File: src/rtl/matrix_result_reader.sv
// matrix_result_reader: drains a 64-word result RAM into a 2-deep ready/valid stream.
// Define MATRIX_READER_ROW_MAJOR_EN for row-major read order (default is column-major).
module matrix_result_reader #(
  parameter int DATA_W = 19,
  parameter int ADDR_W = 6
) (
  input  logic              clk,
  input  logic              reset,
  input  logic              start,
  output logic              ram_re,
  output logic [ADDR_W-1:0] ram_addr,
  input  logic [DATA_W-1:0] ram_rdata,
  output logic [DATA_W-1:0] out_data,
  output logic [ADDR_W-1:0] out_index,
  output logic              out_valid,
  input  logic              out_ready,
  output logic              out_last,
  output logic              busy,
  output logic              done,
  output logic [10:0]       clock_count
);
  localparam int H = ADDR_W / 2;
  localparam int EW = ADDR_W + DATA_W;
  typedef enum logic {IDLE, RUN} state_e;
  state_e state_q, state_d;
  logic [ADDR_W:0] seq_q, seq_d;
  logic [1:0] cnt_q, cnt_d;
  logic [2:0] occ;
  logic [EW-1:0] m0_q, m0_d, m1_q, m1_d, wr;
  logic [ADDR_W-1:0] iaddr_q;
  logic infl_q, done_q, done_d, go, pop, push;
  logic [10:0] cc_q, cc_d;
  always_ff @(posedge clk)
    if (reset) state_q <= IDLE;
    else state_q <= state_d;
  always_comb
    state_d = state_q == IDLE ? (start ? RUN : IDLE) : (pop && out_last ? IDLE : RUN);
  // A read may issue only if the word it returns is sure to find a free FIFO slot.
  always_comb begin
    busy = state_q == RUN;
    go = state_q == IDLE && start;
    occ = {1'b0, cnt_q} + {2'b0, infl_q};
    ram_re = busy && !seq_q[ADDR_W] && (occ < 3'd2 || (pop && occ == 3'd2));
    done_d = busy && pop && out_last;
  end
`ifdef MATRIX_READER_ROW_MAJOR_EN
  assign ram_addr = {seq_q[H-1:0], seq_q[ADDR_W-1:H]};
`else
  assign ram_addr = seq_q[ADDR_W-1:0];
`endif
  assign out_valid = cnt_q != 2'd0;
  assign out_data = m0_q[DATA_W-1:0];
  assign out_index = m0_q[EW-1:DATA_W];
  assign out_last = out_valid && &out_index;
  assign done = done_q;
  assign clock_count = cc_q;
  assign pop = out_valid && out_ready;
  assign push = infl_q;
  assign wr = {iaddr_q, ram_rdata};
  always_comb begin
    seq_d = go ? '0 : seq_q + {{ADDR_W{1'b0}}, ram_re};
    cnt_d = cnt_q + {1'b0, push} - {1'b0, pop};
    m0_d = pop ? (cnt_q == 2'd2 ? m1_q : wr) : (push && cnt_q == 2'd0 ? wr : m0_q);
    m1_d = push && cnt_q == (pop ? 2'd2 : 2'd1) ? wr : m1_q;
    cc_d = go ? '0 : (busy && cc_q != 11'h7ff ? cc_q + 11'd1 : cc_q);
  end
  always_ff @(posedge clk)
    if (reset) begin
      seq_q <= '0;
      cnt_q <= '0;
      m0_q <= '0;
      m1_q <= '0;
      iaddr_q <= '0;
      infl_q <= 1'b0;
      done_q <= 1'b0;
      cc_q <= '0;
    end else begin
      seq_q <= seq_d;
      cnt_q <= cnt_d;
      m0_q <= m0_d;
      m1_q <= m1_d;
      iaddr_q <= ram_addr;
      infl_q <= ram_re;
      done_q <= done_d;
      cc_q <= cc_d;
    end
endmodule
File: config.mk
export PLATFORM = sky130hd
export DESIGN_NAME = matrix_result_reader
export DESIGN_NICKNAME = d
export VERILOG_FILES = /design/src/rtl/matrix_result_reader.sv
export SDC_FILE = /design/constraint.sdc
export NUM_CORES = 1
export LEC_CHECK = 0
export ABC_AREA = 1
export CAP_MARGIN = 25
export CORE_MARGIN = 8
export CORE_UTILIZATION = 54
export CTS_CLUSTER_DIAMETER = 100
export CTS_CLUSTER_SIZE = 28
export DETAILED_ROUTE_END_ITERATION = 8
export GPL_TIMING_DRIVEN = 0
export PLACE_DENSITY = 0.82
export SYNTH_ARGS = -nofsm -noshare
export SYNTH_HDL_FRONTEND = slang
export SYNTH_SLANG_ARGS = --single-unit
File: constraint.sdc
create_clock -name clk -period 4.12 [get_ports clk]
set_input_delay 0.412 -clock clk [delete_from_list [all_inputs] [get_ports clk]]
set_output_delay 0.412 -clock clk [all_outputs]
set_load 0.02 [all_outputs]
* After elaboration in Yosys (flattened, before gate mapping) *
Index checks and enable logic that the tools add are counted.

storage, ports and cells
  input port bits = 23
  register bits after elaboration = 79
  output and inout port bits = 47

cells by class
  reduce and logical (&&, ||, !) cells = 19
  add/sub/neg operators = 5
  equal/unequal tests = 4
  bitwise operators = 1
  $lt $le $gt $ge = 1
  mux-type cells = 7

operators by type and width
  cell                     count
  $mux W25                 3
  $logic_and A1 B1 Y1      12
  $add A11 B1 Y11 const B  1
  $ne A11 B11 Y1 const B   1
  $add A7 B1 Y7            1
  $reduce_and A6 Y1        1
  $reduce_bool A2 Y1       2
  $add A2 B1 Y3            1
  $eq A3 B2 Y1 const B     1
  $lt A3 B2 Y1 const B     1
  $mux W1                  3
  $add A2 B1 Y2            1
  $eq A2 B2 Y1             1
  $eq A2 B2 Y1 const B     1
  $logic_not A2 Y1         1
  $mux W2                  1
  $reduce_or A2 Y1         1
  $sub A2 B1 Y2            1
  $logic_not A1 Y1         1
  $logic_or A1 B1 Y1       1
  $not A1 Y1               1

* Depth between registers and ports, before layout *
Gate-level depths: netlist (run 1).

  word-level depth = 6
  mapped depth = 12
  mapped depth without buffers = 12

* Worst setup path after synthesis (run 1) *
No wires, ideal clock.

  path kind = flip-flop to flip-flop
  from = reg cnt_q[0]
  to = reg seq_q[6]
  path slack = 1.948 ns
  buffers on the path = 0
  stages on the path, launching flop included = 13
  data arrival time = 2.052 ns
  cells stage by stage = dfxtp_1 > ha_1 > inv_1 > ha_1 > a31oi_1 > nor2_1 > ha_1 > ha_1 > nand2_1 > inv_1 > nand4_1 > o21ai_0 > a21oi_1

on the way
  word-level cells in the longest chain between the ends = 6
  elaborated cells on any way between the ends = 9
  classes of those cells = 2 x add/sub; 1 x order compare; 1 x eq/ne; 5 x reduce/logical

RTL lines
  item                                                   line  text
  start, declared                                        27    logic [1:0] cnt_q, cnt_d;
  start signal, assigned                                 79    cnt_q <= cnt_d;
  branches (longest 3 deep; another with $add A2 B1 Y3)  --
  $logic_or A1 B1 Y1 (*)                                 43    ram_re = busy && !seq_q[ADDR_W] && (occ < 3'd2 || (pop && occ == 3'd2));
  $logic_and A1 B1 Y1 (*)                                43
  named net ram_re                                       10    output logic ram_re,
  $add A7 B1 Y7 (*)                                      61    seq_d = go ? '0 : seq_q + {{ADDR_W{1'b0}}, ram_re};
  end signal, assigned                                   78    seq_q <= seq_d;
  end, declared                                          26    logic [ADDR_W:0] seq_q, seq_d;

Mark *: on every way through the listed nets, which the timed path passes.
A chain may end at the register's enable or synchronous reset.

* Worst setup path in the final report (run 1) *
  from = reg cnt_q[0]
  to = out ram_re

on the way
  word-level cells in the longest chain between the ends = 5
  elaborated cells on any way between the ends = 8
  classes of those cells = 1 x add/sub; 1 x order compare; 1 x eq/ne; 5 x reduce/logical

RTL lines
  item                                                   line
  branches (longest 3 deep; another with $add A2 B1 Y3)  --
  $logic_or A1 B1 Y1 (*)                                 43
  $logic_and A1 B1 Y1 (*)                                43
  end, declared                                          10

Every way passes the cells marked *.

==> metrics, run 1 <==
outcome finished clean; kind of critical path register to primary output; Static Leak 1.84 nW; Ys Warns 0; commonest non-fill, non-tap cell in the layout dfxtp_1; clk sinks 79; Die ar. 8950 µm²; number of synthesized register bits 79; IO Port Bufs 69; PD cells 564 nW/µm²; Clock Pin Slew Worst Setup and Hold Paths 0.08 ns; sequential fraction of the synthesis area 0.474; DRT Wirelength 8.43 mm; final setup violating endpoints 0; clock buffer depth 2; clock latency on the worst-skew pair 0.35 ns; commonest non-fill, non-tap cells in the layout dfxtp_1 (79), clkdlybuf4s50_1 (69), o21ai_0 (65); Root Buffer clkbuf_8; post-CTS setup buffer count 0; DR pass1 iterations 4; CTS tree built; Final min period 2.66 ns; Area growth, synth to finish 30.1%; # rows 28; Remaining DRCs 0; largest net degree at the start of global routing 14; Hold Fails Final Rpt 0; routed length per placed instance 14.1 µm; crit-path max FO 5; chip height 94.6 µm; number of routed nets with antenna violations 0; core footprint 5960 µm²; Mapped Cells 439; CTS Buf Count 9; syn avg cell area 7.60 µm²; Post-CTS Resized 0; critical path arrival 2.24 ns; final period utilization 0.645; Die Width 94.6 µm; DR vias/cell 5.31; Fin Hold WS 0.458 ns; Slew @ Worst Pin 0.497 ns; global placement routability congestion 0.831; Multi-input gate area 1380 µm²; # hold bufs at CTS 0; fin nets 550; Synth area leaders dfxtp_1 (47%), o21ai_0 (9.8%), a21oi_1 (9.5%); CP endpoint kind primary output; DR iter-0 viols 200; fin. max-slew vios 0; Netlist Area Pre-Place 3330 µm²; vias in the first global route 3033; I/O pin count 70; FMAX 377 MHz; Clock Skew 0.0117 ns; global-route wire length before repair 13.9 mm; Max-Cap Viols 0; antenna cells 0; crit path launch type register; share of the synthesized area in the top cell type 0.474; unrepaired setup endpoints after global routing false; H-Tree Level Count 3; dpl hpwl 5.97 mm; vias after detailed routing 3180; initial antenna violation count 0; setup tns final 0 ns; GR Util All Layers 0.193; critical path required time 3.71 ns; share of cells above drive strength 1 0.0821; Synth cell types 25; Max VDD drop 351 µV; normalized max-slew margin 0.669; Initial Util 0.560; register area 1580 µm²; largest area contributor in the netlist dfxtp_1; Fillers 487; GR Overflow Total 0; class of the worst hold path register to register; Synth Net Count 470
==> power breakdown <==
group          internal [mW]  switching, mW  total (mW)
registers              0.899         0.0830       0.982
clock network          0.329          0.281       0.610
logic                  0.360          0.493       0.853
==> Yosys cell counts <==
cell type,instances
o21bai_1,2
nor2_1,28
o21ai_0,65
buf_4,13
or2_2,1
a21oi_4,1
inv_2,3
nand2_1,61
o21ai_1,17
xor2_1,4
nand2_2,1
nor2_2,2
nor3_1,3
inv_1,54
buf_2,5
a31oi_1,2
nand3_1,9
dfxtp_1,79
buf_1,2
a21oi_1,63
nand4_1,5
ha_1,8
o21bai_2,1
xnor2_1,1
clkbuf_1,9
==> registers in the layout, summed over array words and instances, names as in the netlist <==
register,flops
m0_q,25
seq_q,7
cnt_q,2
clock_count,11
infl_q,1
iaddr_q,6
m1_q,25
done,1
busy,1
==> worst max-delay path, stage by stage (launching register included) <==
cell and delay [ns]:
dfxtp_1 0.41, ha_1 0.20, inv_1 0.05, ha_1 0.26
a31oi_1 0.11, nor2_1 0.21, clkdlybuf4s50_1 0.65
==> per-layer routing <==
metal | part of all wire | track usage | wire [µm] | vias up
met3 | 0.069 | 0.0548 | 578 | 9
met4 | 0.010 | 0.0689 | 85 | 0
met5 | 0 | 0 | 0 | -
met1 | 0.44 | 0.233 | 3700 | 1483
li1 | - | - | - | 1589
met2 | 0.48 | 0.320 | 4070 | 99
==> layout make-up <==
type                            instances  area share
Inverter                               57      0.0493
Clock buffer                           12      0.0381
Multi-Input combinational cell        274       0.317
Buffer                                 29      0.0378
Sequential cell                        79       0.365
Clock inverter                          4      0.0121
Timing Repair Buffer                   69       0.159
Tap cell                               75      0.0216
==> logic make-up after synthesis <==
kind of cell | Yosys count | share of synthesized area
DFF | 79 | 0.474
and+or+nand+nor | 110 | 0.135
buffers and inverters | 86 | 0.113
adders and majority gates | 8 | 0.0300
AOI/OAI and AO/OA | 151 | 0.234
xor gates and xnor gates | 5 | 0.0131
==> metrics by stage <==
step,util,power (mW),area (µm²),worst slack (ns),instances
finish,0.728,2.45,4340,1.46,599
global route,0.728,2.57,4340,1.34,599
CTS,0.728,2.46,4340,1.47,599
detailed placement,0.692,1.85,4120,1.53,583
global placement,0.692,1.83,4120,1.56,583
floorplan,-,1.48,3330,1.95,439
==> final timing paths <==
path | slack (ns) | cells past startpoint | end | from
hold / removal | 0.46 | 2 | m1_q[22] | iaddr_q[3]
setup reg to reg | 1.84 | 12 | seq_q[6] | cnt_q[0]
setup / recovery | 1.46 | 6 | ram_re | cnt_q[0]
hold reg to reg | 0.46 | 2 | m1_q[22] | iaddr_q[3]
Note: power is estimated with default switching activity, not from simulation.
==> inputs of run 2 (changes only) <==
--- a/config.mk
+++ b/config.mk
@@ -8,12 +8,12 @@
 export ABC_AREA = 1
 export CAP_MARGIN = 25
 export CORE_MARGIN = 8
-export CORE_UTILIZATION = 54
+export CORE_UTILIZATION = 46
 export CTS_CLUSTER_DIAMETER = 100
 export CTS_CLUSTER_SIZE = 28
 export DETAILED_ROUTE_END_ITERATION = 8
 export GPL_TIMING_DRIVEN = 0
-export PLACE_DENSITY = 0.82
+export PLACE_DENSITY = 0.74
 export SYNTH_ARGS = -nofsm -noshare
 export SYNTH_HDL_FRONTEND = slang
 export SYNTH_SLANG_ARGS = --single-unit
==> constraint.sdc (replaced) <==
create_clock -name clk -period 2.4 [get_ports clk]
set_input_delay 0.24 -clock clk [delete_from_list [all_inputs] [get_ports clk]]
set_output_delay 0.24 -clock clk [all_outputs]
set_load 0.02 [all_outputs]
==> run 2 against run 1 <==
Against the previous run:
- global-route usage fell by 2.7 points
- sequential share of layout area rose by 0.23 points
- sequential power rose by 72%
- worst setup slack got worse by 1.2 ns
- design area fell by 0.55%
- first-iteration DRC count fell by 26%
- non-clock buffer count did not move
- flip-flop and latch count did not move
- via count fell by 2.5%
- critical endpoint is now out_last
==> metrics, run 2 (synthesis gave the netlist of run 1 again) <==
global-route wire length before repair 13.8 mm (-0.60%); DR vias/cell 4.99 (-6.1%); Root Buffer clkbuf_8; critical path required time 2.16 ns (-1.55 ns); critical path arrival 1.92 ns (-0.32 ns); antenna cells 0 (unchanged); Max VDD drop 380 µV (+8.4%); routed length per placed instance 13.1 µm (-6.9%); DR iter-0 viols 148 (-26%); Slew @ Worst Pin 0.476 ns (-0.0206 ns); hold endpoint m1_q[23]; Remaining DRCs 0 (unchanged); Initial Util 0.467 (-0.0927); core footprint 7140 µm² (+20%); Max-Cap Viols 0 (unchanged); DR pass1 iterations 4 (unchanged); Static Leak 1.83 nW (-0.75%); initial antenna violation count 0 (unchanged); IO Port Bufs 69 (unchanged); Area growth, synth to finish 29.3%; clk sinks 79 (unchanged); PD cells 919 nW/µm² (+63%); final period utilization 0.902; chip height 101 µm (+6.9%); Clock Pin Slew Worst Setup and Hold Paths 0.08 ns (about the same); post-CTS setup buffer count 0 (unchanged); Die ar. 10200 µm² (+14%); outcome finished clean; CP endpoint kind primary output; crit path launch type register; setup slack, reg-to-reg 0.29 ns (-1.55 ns); kind of critical path register to primary output; H-Tree Level Count 3 (unchanged); r2r startpoint cnt_q[0]; CTS Buf Count 9 (unchanged); fin. max-slew vios 0 (unchanged); commonest non-fill, non-tap cells in the layout dfxtp_1 (78), clkdlybuf4s50_1 (68), o21ai_0 (64); FMAX 462 MHz; GR Overflow Total 0 (unchanged); Hold Startpoint iaddr_q[4]; largest net degree at the start of global routing 13 (-1); class of the worst hold path register to register; Hold Fails Final Rpt 0 (unchanged); number of routed nets with antenna violations 0 (unchanged); clock latency on the worst-skew pair 0.34 ns (about the same); unrepaired setup endpoints after global routing false; DRT Wirelength 8.15 mm (-3.3%); CTS tree built; dpl hpwl 5.96 mm (-0.25%); setup tns final 0 ns (unchanged); WHS Path Cells 2 (unchanged); vias after detailed routing 3102 (-2.5%); Die Width 101 µm (+6.9%); GR Util All Layers 0.166 (-0.0266); Clock Skew 0.00855 ns (-0.00314 ns); commonest non-fill, non-tap cell in the layout dfxtp_1; RR Endpoint seq_q[6]; crit-path max FO 3 (-2); fin nets 550 (unchanged); Final min period 2.16 ns; share of cells above drive strength 1 0.0822 (+0.000157); FF-to-FF path depth 12 (unchanged); Final Core Density 0.604 (-0.124); global placement routability congestion 0.856 (+3.1%); final setup violating endpoints 0 (unchanged); I/O pin count 70 (unchanged); vias in the first global route 3055 (+0.73%); # rows 31 (+11%); normalized max-slew margin 0.683 (+0.0138); clock buffer depth 2 (unchanged)
run 2: cell type report:
class | instances | area (µm²)
buffer | 29 | 164
tap | 99 | 124
multi-input combinational | 274 | 1380
timing repair buffer | 69 | 689
inverter | 57 | 214
sequential | 79 | 1580
fill | 673 | 2820
clock buffer | 11 | 131
clock inverter | 4 | 23.8
run 2: metal layers:
layer / global-route usage / wire length [µm] / up-vias
met4: 0.0848 / 146 / 0
met3: 0.0405 / 527 / 13
met5: 0 / 0 / -
li1: - / - / 1583
met2: 0.269 / 3790 / 92
met1: 0.200 / 3690 / 1414
run 2: worst max-delay path by stage:
stage	startpoint	endpoint	slack, ns	depth (start not counted)
detailed placement	out_ready	seq_q[6]	0.10	12
global route	cnt_q[0]	seq_q[6]	0.06	12
floorplan	cnt_q[0]	seq_q[6]	0.23	12
CTS	cnt_q[0]	out_last	0.15	6
finish	cnt_q[1]	out_last	0.24	6
global placement	out_ready	seq_q[6]	0.12	12
run 2: worst max-delay path, cell delays in order, from the launching register on:
cell and delay (ns):
dfxtp_1 0.37, nor2_1 0.09, inv_2 0.09, nand3_1 0.06
or2_2 0.32, inv_1 0.07, clkdlybuf4s50_1 0.60
run 2: per-stage QoR:
stage               hold slack [ns]  cell area, µm²  cells  setup WS, ns  total power [mW]
global placement              0.445            4150    607         0.117              3.14
CTS                           0.445            4300    622         0.153              3.99
floorplan                     0.388            3330    439         0.228              2.54
finish                        0.454            4310    622         0.235              3.96
global route                  0.465            4310    622        0.0572              4.24
detailed placement            0.447            4150    607         0.101              3.17
run 2: what timing repair did:
item                       in CTS  in global routing
pin swaps                       0                  1
gates resized for setup         1                  4
setup endpoints to repair       1                  1
hold buffers                    0                  0
run 2: power by group:
part,total (mW),switching (mW),internal [mW]
combinational,1.46,0.840,0.620
sequential,1.69,0.141,1.55
clock,0.815,0.448,0.367
==> patch 1 (settings of run 1) <==
Take the reset off `m0_q`, `m1_q`, `iaddr_q` and `cc_q` and load them in a clocked block of their own.
--- a/src/rtl/matrix_result_reader.sv
+++ b/src/rtl/matrix_result_reader.sv
@@ -69,19 +69,18 @@
       seq_q <= '0;
       cnt_q <= '0;
-      m0_q <= '0;
-      m1_q <= '0;
-      iaddr_q <= '0;
       infl_q <= 1'b0;
       done_q <= 1'b0;
-      cc_q <= '0;
     end else begin
       seq_q <= seq_d;
       cnt_q <= cnt_d;
-      m0_q <= m0_d;
-      m1_q <= m1_d;
-      iaddr_q <= ram_addr;
       infl_q <= ram_re;
       done_q <= done_d;
-      cc_q <= cc_d;
     end
+
+  always_ff @(posedge clk) begin
+    m0_q    <= m0_d;
+    m1_q    <= m1_d;
+    iaddr_q <= ram_addr;
+    cc_q    <= cc_d;
+  end
 endmodule
Function: differs if reset is asserted again (counterexample within 4 cycles, from zero or initial values and one cycle with reset high); with reset held inactive, the same outputs for 10 cycles.
==> patch 1 against run 1 <==
First-iteration DRC count down 47%. Power decreased by 12%. Cell area is 2.3% lower. Synthesized area is 3.0% lower. Wire length decreased by 23%. Global-route usage decreased by 4.0 points. Setup slack improved by 0.040 ns. Largest power group unchanged. Via count shrank 33%. Sequential cell count unchanged. Critical path type is now input port to output pin. Count of clock-buffer cells in the layout shrank 2. Cell count is 30% lower. Sequential power grew 5%.
==> patch 1: results (changes against run 1) <==
Timing
The worst hold slack after final layout was 0.3814 ns (-0.07669 ns). The largest clock skew in the final design is 0.01234 ns (+0.0006477 ns). The worst setup margin is 1.505 ns (+0.04039 ns). The worst-case headroom to the max-slew limit was 59.20% (-7.7 points).

Setup path
The logic depth of the worst register-to-register path is 12 (unchanged). The worst register-to-register path ends at seq_q[6]. The critical path arrival is 2.20 ns (-0.04 ns). The worst-path maximum fanout is 3 (-2). The reg2reg setup slack was 1.93 ns (+0.09 ns). In this run the critical register-to-register path is launched from cnt_q[0].

Clocking
The number of instances resized during post-cts repair is 0 (unchanged). CTS placed an instance of sky130_fd_sc_hd__clkbuf_8 at the clock tree root. The deepest clock path buffer count is 2 (unchanged). The TritonCTS buffer count was 9 (unchanged). The clock insertion delay at the later pin of the skew report is 0.35 ns (about the same). The count of buffers added by post-CTS timing repair for setup is 0 (unchanged). The post-CTS clock slew at the launch and capture registers of the worst setup and hold paths is roughly 0.07 ns. The number of H-tree levels is 3 (unchanged).

Synthesis
The Yosys warning count came to 0 (unchanged). sky130_fd_sc_hd__edfxtp_1 takes more of the synthesized area than any other cell. The synthesized area per cell is 12.64 um^2 (+66%). The count of unique library cells instantiated by Yosys is 33 (+32%). By area the synthesized netlist is led by sky130_fd_sc_hd__edfxtp_1, sky130_fd_sc_hd__dfxtp_1, sky130_fd_sc_hd__mux2_4. By count the netlist is led by sky130_fd_sc_hd__edfxtp_1, sky130_fd_sc_hd__dfxtp_1, sky130_fd_sc_hd__inv_1, sky130_fd_sc_hd__nand2_1, sky130_fd_sc_hd__nor2_1.

The number of enable-type register cells in the synthesized netlist came to 50 (+50). The fraction of synthesis flops using an asynchronous set or reset pin is 0% (unchanged). The part of the Yosys area used for sequential elements is 64.35% (+17 points). The net count of the mapped netlist came to 287 (-39%).

Placed design
The placed standard-cell area is 0.004058 mm^2 (-1.5%). The count of input and output buffers is 69 (unchanged). The number of instances in the placed design came to 402 (-31%). The final weighted congestion in routability-driven placement is 0.8441 (+1.6%).

The detailed placement HPWL is 4.762 mm (-20%).

Global route
The all-layer global routing usage came to 15.30% (-4.0 points). The first-pass GRT wire length came to 10.12 mm (-27%). The maximum number of pins on one net before global-route repair is 18 (+4). The number of antenna violations at the first check in global routing came to 0 (unchanged).

Pwr
The maximum ir drop on the vdd rail was 0.2819 mV (-20%). The static leakage power is 0.001627 uW (-12%).

Finish
The antenna diode count is 0 (unchanged). The layout net count was 369 (-33%). The number of non-filler instances in the completed layout was 418 (-30%).

The fraction of layout instances using a drive strength above 1 came to 17.20% (+9.0 points).

Routing
The routed via count is 2132 (-33%). The number of design-rule violations left by the first detailed-router iteration came to 106 (-47%). The detailed-route wire length is 6.483 mm (-23%). The number of optimization iterations in the first detailed-route pass was 4 (unchanged). The number of routed nets with antenna violations is 0 (unchanged).

Outcome
The flow ran to the end, and the final reports show no timing, DRC or antenna violations.

Min path
The worst hold-check path type is flop to flop. In this run the most critical hold path is launched from seq_q[0]. For hold timing, the worst endpoint is iaddr_q[0]. The number of stages on the worst hold path was 0 (-2).
patch 1: logic make-up after synthesis:
family          count (synthesis)  synth area share (%)
compound gates                 24                 3.867
xor+xnor                        3                0.8122
fa+ha+maj                       8                 3.094
buf+inv                        40                 6.033
flops                          79                 64.35
mux                            25                 9.861
simple gates                   77                 11.99
patch 1: critical path: stages:
cell and delay [ns]:
sky130_fd_sc_hd__clkdlybuf4s50_1 0.55, sky130_fd_sc_hd__inv_1 0.08, sky130_fd_sc_hd__nor2_1 0.23, sky130_fd_sc_hd__a31oi_1 0.15
sky130_fd_sc_hd__nor2_1 0.15, sky130_fd_sc_hd__clkdlybuf4s50_1 0.63
patch 1: worst max-delay path by stage:
stage | to | from | cells past startpoint
3_3_place_gp | m0_q[13] | cnt_q[0] | 3
5_1_grt | ram_re | cnt_q[0] | 6
6_report | ram_re | out_ready | 6
3_5_place_dp | ram_re | out_ready | 6
4_1_cts | ram_re | cnt_q[0] | 6
2_1_floorplan | m0_q[0] | cnt_q[0] | 3
patch 1: per-layer routing:
layer | vias up | track usage [%] | wire, um
met5 | - | 0 | 0
met4 | 0 | 11.81 | 228
met3 | 15 | 3.045 | 387
met2 | 59 | 25.68 | 3267
met1 | 1013 | 16.70 | 2599
li1 | 1045 | - | -
patch 1: area by class of cell:
cell class                 count  area, um^2
sequential                    79        2082
fill                         385        1612
multi-input combinational    137       965.9
timing repair buffer          71       720.7
clock buffer                  10       137.6
inverter                      31       116.4
tap                           75       93.84
buffer                         9       78.83
clock inverter                 6       43.79
patch 1: power breakdown:
part	switching (uW)	internal, uW	leakage [uW]
logic	326	279	0.000841
registers	45.9	979	0.000692
clock network	279	237	0.0000943
==> patch 2 (flow settings as in run 1) <==
Without the edit above. The parameter `ADDR_W` goes from 6 to 7.
--- a/src/rtl/matrix_result_reader.sv
+++ b/src/rtl/matrix_result_reader.sv
@@ -3,5 +3,5 @@
 module matrix_result_reader #(
   parameter int DATA_W = 19,
-  parameter int ADDR_W = 6
+  parameter int ADDR_W = 7
 ) (
   input  logic              clk,
Ports: changed (resized out_index and ram_addr); port bits go from 70 to 72. No check against the original RTL was run, so the function may have changed too.
==> patch 2 against run 1 <==
Global-route usage decreased by 1.3 points. Wire length rose by 1.2%. Cell area increased by 5.5%. Via count is 2.4% higher. Critical path depth is 2 higher. Synthesized area rose by 7.6%. Maximum frequency decreased by 3.0%. Clock power down 9.5%. Setup slack worse by 0.081 ns. Sequential cell count increased by 4. Power rose by 3.0%. Synthesized cell count increased by 10%. First-iteration DRC count down 51%. Count of clock-buffer cells in the layout decreased by 2. Critical path type unchanged. Critical endpoint unchanged.
==> patch 2: results (changes against run 1) <==
Finish
The fraction of layout instances using a drive strength above 1 is 8.231% (+0.025 points). The fill cell instance count of the final layout is 519 (+6.6%).

Placed design
The detailed placement HPWL came to 6.367 mm (+6.6%). The number of instances in the placed design came to 633 (+8.6%). The count of input and output buffers is 71 (+2.9%).

The final weighted congestion in routability-driven placement came to 0.8276 (-0.35%).

Setup path
The logic depth of the worst register-to-register path was 14 (+2). The delay of the slowest critical-path stage was 0.55 ns (-0.10 ns). The worst register-to-register path ends at seq_q[4]. The critical path arrival was 2.32 ns (+0.08 ns).

Synthesis
The count of unique library cells instantiated by Yosys is 28 (+12%). The synthesized area per cell came to 7.396 um^2 (-2.6%). Sorting the synthesized cells by area gives the leading types as sky130_fd_sc_hd__dfxtp_1, sky130_fd_sc_hd__nor2_1, sky130_fd_sc_hd__o21ai_1. The part of the Yosys area used for sequential elements is 46.32% (-1.1 points).

Sorting the synthesized cells by how often they occur yields sky130_fd_sc_hd__dfxtp_1, sky130_fd_sc_hd__nor2_1, sky130_fd_sc_hd__nand2_1. The net count of the mapped netlist is 516 (+9.8%).

Min path
The worst hold path terminates at iaddr_q[0].

Routing
The average vias per placed instance is 5.023 (-5.4%). The routed via count came to 3255 (+2.4%). The number of design-rule violations left by the first detailed-router iteration was 98 (-51%).

The wire length per cell after detailed routing is 13.17 um (-6.4%).

Timing
The measured slew at the worst slew-check pin is 0.4199 ns (-0.07694 ns). The largest clock skew in the final design came to 0.006191 ns (-0.005505 ns).

Global route
The via count of the first global-routing pass is 3249 (+7.1%). The first-pass GRT wire length is 14.61 mm (+5.0%).

Outcome
The flow ran to the end, and the final reports show no timing, DRC or antenna violations.
patch 2: layout make-up:
cell class / count / area share [%]
repair buffers: 71 / 15.53
multi-input cells: 313 / 32.94
well taps: 77 / 2.105
flip-flops and latches: 83 / 36.30
plain buffers: 30 / 4.237
clock inverters: 5 / 1.203
inverters: 59 / 4.893
clock buffers: 10 / 2.788
patch 2: routing by layer:
metal | track usage, % | part of all wire, %
met5 | 0 | 0
met4 | 6.410 | 0.86
met3 | 4.765 | 6.4
met2 | 31.20 | 48
met1 | 20.70 | 45
patch 2: cell families (layout without fill, tap and decap cells):
| kind of cell | count (synthesis) | after routing | share of synthesized area [%] |
|---|---|---|---|
| flops | 83 | 83 | 46.32 |
| xor+xnor | 2 | 2 | 0.4884 |
| compound gates | 130 | 130 | 18.31 |
| fa+ha+maj | 8 | 8 | 2.790 |
| buf+inv | 89 | 175 | 11.65 |
| simple gates | 173 | 173 | 20.44 |
patch 2: stage by stage:
stage | instance area (um^2) | utilization, % | worst slack [ns] | total power [uW]
5_1_grt | 4577 | 71.67 | 1.239 | 2673
6_report | 4577 | 71.67 | 1.384 | 2518
3_5_place_dp | 4394 | 68.81 | 1.528 | 1986
3_3_place_gp | 4394 | 68.81 | 1.534 | 1960
4_1_cts | 4577 | 71.67 | 1.366 | 2536
2_1_floorplan | 3587 | - | 1.940 | 1600
patch 2: power breakdown:
group / switching [uW] / internal [uW]
sequential: 90.0 / 942
clock: 278 / 275
combinational: 536 / 398
patch 2: worst reg2reg max path, stage by stage, from the launching register on:
cell                      delay [ns]
sky130_fd_sc_hd__dfxtp_1        0.47
sky130_fd_sc_hd__ha_1           0.22
sky130_fd_sc_hd__inv_1          0.05
sky130_fd_sc_hd__ha_1           0.26
sky130_fd_sc_hd__nand2_1        0.06
sky130_fd_sc_hd__nor2_1         0.04
sky130_fd_sc_hd__o21ai_0        0.23
sky130_fd_sc_hd__inv_1          0.12
sky130_fd_sc_hd__ha_1           0.23
sky130_fd_sc_hd__ha_1           0.19
sky130_fd_sc_hd__nand2_1        0.08
sky130_fd_sc_hd__inv_1          0.06
sky130_fd_sc_hd__nand2_1        0.07
sky130_fd_sc_hd__o21ai_0        0.07
sky130_fd_sc_hd__a21oi_1        0.12
patch 2: worst max-delay path by stage:
stage                     slack, ns  startpoint       end
final                          1.38    cnt_q[0]    ram_re
after global routing           1.24    cnt_q[0]    ram_re
after CTS                      1.37    cnt_q[0]    ram_re
after detailed placement       1.53   out_ready    ram_re
after global placement         1.53   out_ready    ram_re
after floorplan                1.94    cnt_q[0]  seq_q[6]
